[config.mk]
export PLATFORM = sky130hd
export DESIGN_NAME = tx_piso_comma
export DESIGN_NICKNAME = d
export VERILOG_FILES = /design/src/rtl/tx_piso_comma.sv
export SDC_FILE = /design/constraint.sdc
export NUM_CORES = 1
export LEC_CHECK = 0
export CAP_MARGIN = 20
export CORE_MARGIN = 4
export CORE_UTILIZATION = 35
export DETAILED_ROUTE_END_ITERATION = 16
export SYNTH_ARGS = -nofsm -noshare
export SYNTH_HDL_FRONTEND = slang
export SYNTH_SLANG_ARGS = --single-unit
[constraint.sdc]
create_clock -name BitCLK -period 1.9 [get_ports BitCLK]
set_input_delay 0.38 -clock BitCLK [delete_from_list [all_inputs] [get_ports BitCLK]]
set_output_delay 0.38 -clock BitCLK [all_outputs]
set_load 0.01 [all_outputs]
[src/rtl/tx_piso_comma.sv]
// Purpose: 10-bit parallel-in/serial-out transmitter, LSB first, with K28.5 comma idle fill and periodic forced commas.
// Latency: a word accepted at edge k drives its bit 0 on Serial right after edge k; each word occupies 10 BitCLKs, back to back.
// Backpressure: TxReady pulses one cycle in ten (load slot), withheld on forced-comma slots; the source holds TxValid/data until taken.
// Optional: define TX_PRBS7_EN to add the PrbsEn input and a PRBS7 (x^7+x^6+1) test-pattern mode switched on word boundaries.
module tx_piso_comma #(
  parameter logic [9:0] COMMA_P       = 10'd380,
  parameter logic [9:0] COMMA_N       = 10'd643,
  parameter int         SYNC_INTERVAL = 16
) (
  input  logic       BitCLK,
  input  logic       Reset,
  input  logic [9:0] TxParallel_10,
  input  logic       TxValid,
`ifdef TX_PRBS7_EN
  input  logic       PrbsEn,
`endif
  output logic       TxReady,
  output logic       Serial,
  output logic       Idle
);

  logic [3:0] bit_cnt;
  logic [9:0] shift_reg;
  logic [7:0] data_cnt;
  logic       comma_tgl;
  logic       serial_q;
  logic       idle_q;
  logic       load_slot;
  logic       forced_comma;
  logic       prbs_active;
  logic [9:0] comma_word;

  // A zero interval turns forcing off entirely.
  localparam bit FORCE_EN = (SYNC_INTERVAL != 0);

`ifdef TX_PRBS7_EN
  logic       prbs_mode;
  logic [6:0] lfsr;
  logic [6:0] lfsr_nxt;

  // PRBS7 step for x^7+x^6+1; the output bit is the MSB.
  always_comb begin
    lfsr_nxt = {lfsr[5:0], lfsr[6] ^ lfsr[5]};
  end
  assign prbs_active = prbs_mode;
`else
  assign prbs_active = 1'b0;
`endif

  assign load_slot    = (bit_cnt == 4'd9);
  assign forced_comma = FORCE_EN && (int'(data_cnt) == SYNC_INTERVAL);
  assign comma_word   = comma_tgl ? COMMA_N : COMMA_P;

  // The slot is only offered when no comma is being forced and no test pattern is running.
  assign TxReady = load_slot && !forced_comma && !prbs_active;
  assign Serial  = serial_q;
  assign Idle    = idle_q;

  // Bit counter, shifter, comma alternation and data-run counter; Serial is registered so inputs never reach it combinationally.
  always_ff @(posedge BitCLK or negedge Reset) begin
    if (!Reset) begin
      bit_cnt   <= 4'd9;
      shift_reg <= '0;
      data_cnt  <= '0;
      comma_tgl <= 1'b0;
      serial_q  <= 1'b0;
      idle_q    <= 1'b0;
`ifdef TX_PRBS7_EN
      prbs_mode <= 1'b0;
      lfsr      <= 7'h7F;
`endif
    end else begin
      bit_cnt <= load_slot ? 4'd0 : bit_cnt + 4'd1;
      if (load_slot) begin
`ifdef TX_PRBS7_EN
        prbs_mode <= PrbsEn;
        if (PrbsEn) begin
          // Pattern word: counters keep running, comma state untouched.
          shift_reg <= '0;
          serial_q  <= lfsr[6];
          lfsr      <= lfsr_nxt;
          idle_q    <= 1'b0;
        end else
`endif
        if (TxValid && TxReady) begin
          shift_reg <= TxParallel_10;
          serial_q  <= TxParallel_10[0];
          idle_q    <= 1'b0;
          if (data_cnt != 8'hFF) begin
            data_cnt <= data_cnt + 8'd1;
          end
        end else begin
          // Inserted or forced comma: alternate running disparity and restart the data run.
          shift_reg <= comma_word;
          serial_q  <= comma_word[0];
          comma_tgl <= ~comma_tgl;
          data_cnt  <= '0;
          idle_q    <= 1'b1;
        end
      end else begin
        shift_reg <= shift_reg >> 1;
`ifdef TX_PRBS7_EN
        if (prbs_mode) begin
          serial_q <= lfsr[6];
          lfsr     <= lfsr_nxt;
        end else
`endif
        serial_q <= shift_reg[1];
      end
    end
  end

endmodule
==> metrics.md <==
| Metric | Value |
|---|---|
| Status | `finished clean` |
| First-pass GRT wire length | `4.381 mm` |
| Gpl congestion | `0.8390` |
| Row cnt | `20` |
| Worst path arrival time | `1.40 ns` |
| Worst clock skew | `0.002531 ns` |
| Layout cells sized above 1 | `31.25%` |
| DR WL/cell | `14.37 um` |
| Longest Clk Path Bufs | `2` |
| Flop2flop setup slack | `0.14 ns` |
| Area grow syn2layout | `29.51%` |
| Filler instances | `299` |
| Post-synthesis cell count | `99` |
| Slew margin rel. | `79.63%` |
| Die area | `0.004360 mm^2` |
| Nets | `144` |
| CP Data Required Time | `1.52 ns` |
| IO buf count | `15` |
| Leak Pwr | `0.6883 nW` |
| Crit path max fanout | `3` |
| Post-route setup slack | `0.1197 ns` |
| DP HPWL | `1.751 mm` |
| Power per cell area | `712.8 mW/mm^2` |
| Post-synthesis sequential area ratio | `51.17%` |
| Die width | `66.03 um` |
| Cell chain of the critical path | `or3_4 -> nor2_1 -> nor2_1 -> clkbuf_2` |
| Placed cell area | `0.001425 mm^2` |
| Total Wirelength | `2.471 mm` |
| Initial antenna violation count | `0` |
| Fin area | `0.001526 mm^2` |
| Slew Viols, Final | `0` |
| FF+latch count, synth | `24` |
| Final Total Pwr | `1.088 mW` |
| Synth Flop Type | `dfrtp_1` |
| Synth Cell Area | `0.001179 mm^2` |
| Worst-Skew Late Latency | `0.32 ns` |
| Vias in the first global route | `926` |
| Io pins | `16` |
| Max FFs per register | `10` |
| Post-synth EDFFs | `0` |
| ANT nets after route | `0` |
| Maximum clock rate | `561.7 MHz` |
| Avg Cell Area, Syn | `11.91 um^2` |
| Delay-heaviest family, CP | `simple AND/OR/NAND/NOR gates` |
| Worst setup EP type | `output port` |
| Post-synth ARST share | `100.0%` |
| Synthesized net count | `114` |
| Drt pass-1 iters | `4` |
| Iter 0 DRT Violations | `55` |
| Setup violations, final | `0` |
| WP buf/inv | `1` |
| Largest net degree at the start of global routing | `25` |
| Final period utilization | `93.70%` |
| FF-to-FF path depth | `4` |
| Die height | `66.03 um` |
| N_diodes | `0` |
| Max Cap Viol | `0` |
| Worst-Margin Slew | `0.3055 ns` |
| RSZ-0062 raised after global routing | `false` |
| Cell repeated most along the worst path | `nor2_1` |
| Hold Vio Cnt, Final | `0` |
| Total track usage | `13.20%` |
| Core area | `0.003128 mm^2` |
| Remaining DRCs | `0` |
| Worst R2R Start | `bit_cnt[0]` |
| CP max-delay cell | `dfrtp_1` |
| CTS buffer count | `3` |
| Worst setup SP type | `flip-flop` |
| CP max stage delay | `0.40 ns` |
| Clk pin slew, worst setup/hold paths | `0.14 ns` |
| Setup TNS | `0 ns` |
| Worst VDD drop | `0.2695 mV` |
| Vias | `929` |
| Tmin final | `1.780 ns` |
| Clk root buf | `clkbuf_4` |
| CTS tree | `yes` |
| H-tree depth | `1` |
| Worst slack at placement | `0.1109 ns` |
| YS warnings | `0` |
| Crit Path Category | `reg2out` |
| Grt ovf | `0` |
| Unique masters post-synth | `42` |
| Initial core utilization | `37.68%` |
| Reg2Reg Capture Point | `shift_reg[0]` |
| Worst min path class | `in2async` |
| Sink Count | `24` |
| Vias per cell | `5.401` |
==> metrics by stage <==
step	cells	utilization (%)	hold WS [ns]
after global placement	164	45.56	0.4602
after global routing	172	48.80	0.4094
after CTS	170	48.48	0.4015
final	172	48.80	0.3916
after floorplan	99	-	0.08441
after detailed placement	164	45.56	0.4651
==> per-layer routing <==
layer  wire length (um)  up-vias  GRT usage [%]
met4                 23        0          4.569
met2               1105       23          20.65
met3                 81        4          2.211
li1                   -      446              -
met5                  0        -              0
met1               1259      456          18.42
==> cells by family (layout without fill, tap and decap cells) <==
family	after synthesis	count (layout)	synth area share [%]
AO/OA/AOI/OAI	34	34	23.57
AND/OR/NAND/NOR	25	25	14.33
flip-flops	24	24	51.17
buffers and inverters	9	38	4.777
XOR/XNOR	3	3	2.230
adder cells (fa/ha/maj)	2	2	2.123
multiplexers	2	2	1.805
==> cells in the mapped netlist, types with 2 or more instances <==
library cell,number,area share (%)
xnor2_1,3,2.2
nand2_1,6,1.9
inv_1,4,1.3
ha_1,2,2.1
a31oi_1,3,1.6
o31ai_1,2,1.3
nand3_1,3,1.3
a21oi_1,5,2.1
a221o_1,3,2.5
nor2_1,4,1.3
a221o_2,6,5.7
dfstp_2,2,4.5
clkbuf_1,2,0.64
o21ai_0,4,1.7
dfrtp_1,22,47
and3_1,2,1.1
==> layout by cell type, fill, tap and decap left out, types with 2 or more instances in the layout <==
cell type	count
nand3_1	3
nand2_1	6
buf_4	15
dfstp_2	2
clkdlybuf4s50_1	14
a31oi_1	3
xnor2_1	3
o21ai_0	4
dfrtp_1	22
clkbuf_4	3
inv_1	3
and3_1	2
nor2_1	4
o31ai_1	2
a221o_2	6
a21oi_1	5
a221o_1	3
==> worst max-delay path by stage <==
| stage | startpoint | endpoint | slack [ns] | cells after the start |
|---|---|---|---|---|
| floorplan | data_cnt[2] | shift_reg[6] | 0.21 | 5 |
| global placement | data_cnt[0] | TxReady | 0.12 | 6 |
| detailed placement | data_cnt[0] | TxReady | 0.11 | 6 |
| CTS | data_cnt[2] | TxReady | 0.008 | 4 |
| global route | data_cnt[2] | TxReady | 0.06 | 4 |
| finish | data_cnt[2] | TxReady | 0.12 | 4 |
==> power by group <==
part,internal [mW],switching (mW),leakage [nW]
sequential,0.530,0.0126,0.320
combinational,0.0995,0.0714,0.340
clock,0.213,0.161,0.0279
total,0.843,0.245,0.688
==> final cells by class <==
type,count,area (um^2),share of cell area [%]
inverter,4,15.01,0.9836
clock inverter,1,30.03,1.967
tap,44,55.05,3.607
timing repair buffer,30,257.7,16.89
sequential,24,603.1,39.51
multi-input combinational,66,543.0,35.57
clock buffer,3,22.52,1.475
==> repair_timing <==
action | CTS | global route
buffers inserted | 2 | 2
hold endpoints to repair | 0 | 0
hold buffers | 0 | 0
gates resized for setup | 5 | 2
setup endpoints to repair | 1 | 1
pin swaps | 2 | 0
Note: power is estimated with default switching activity, not from simulation.
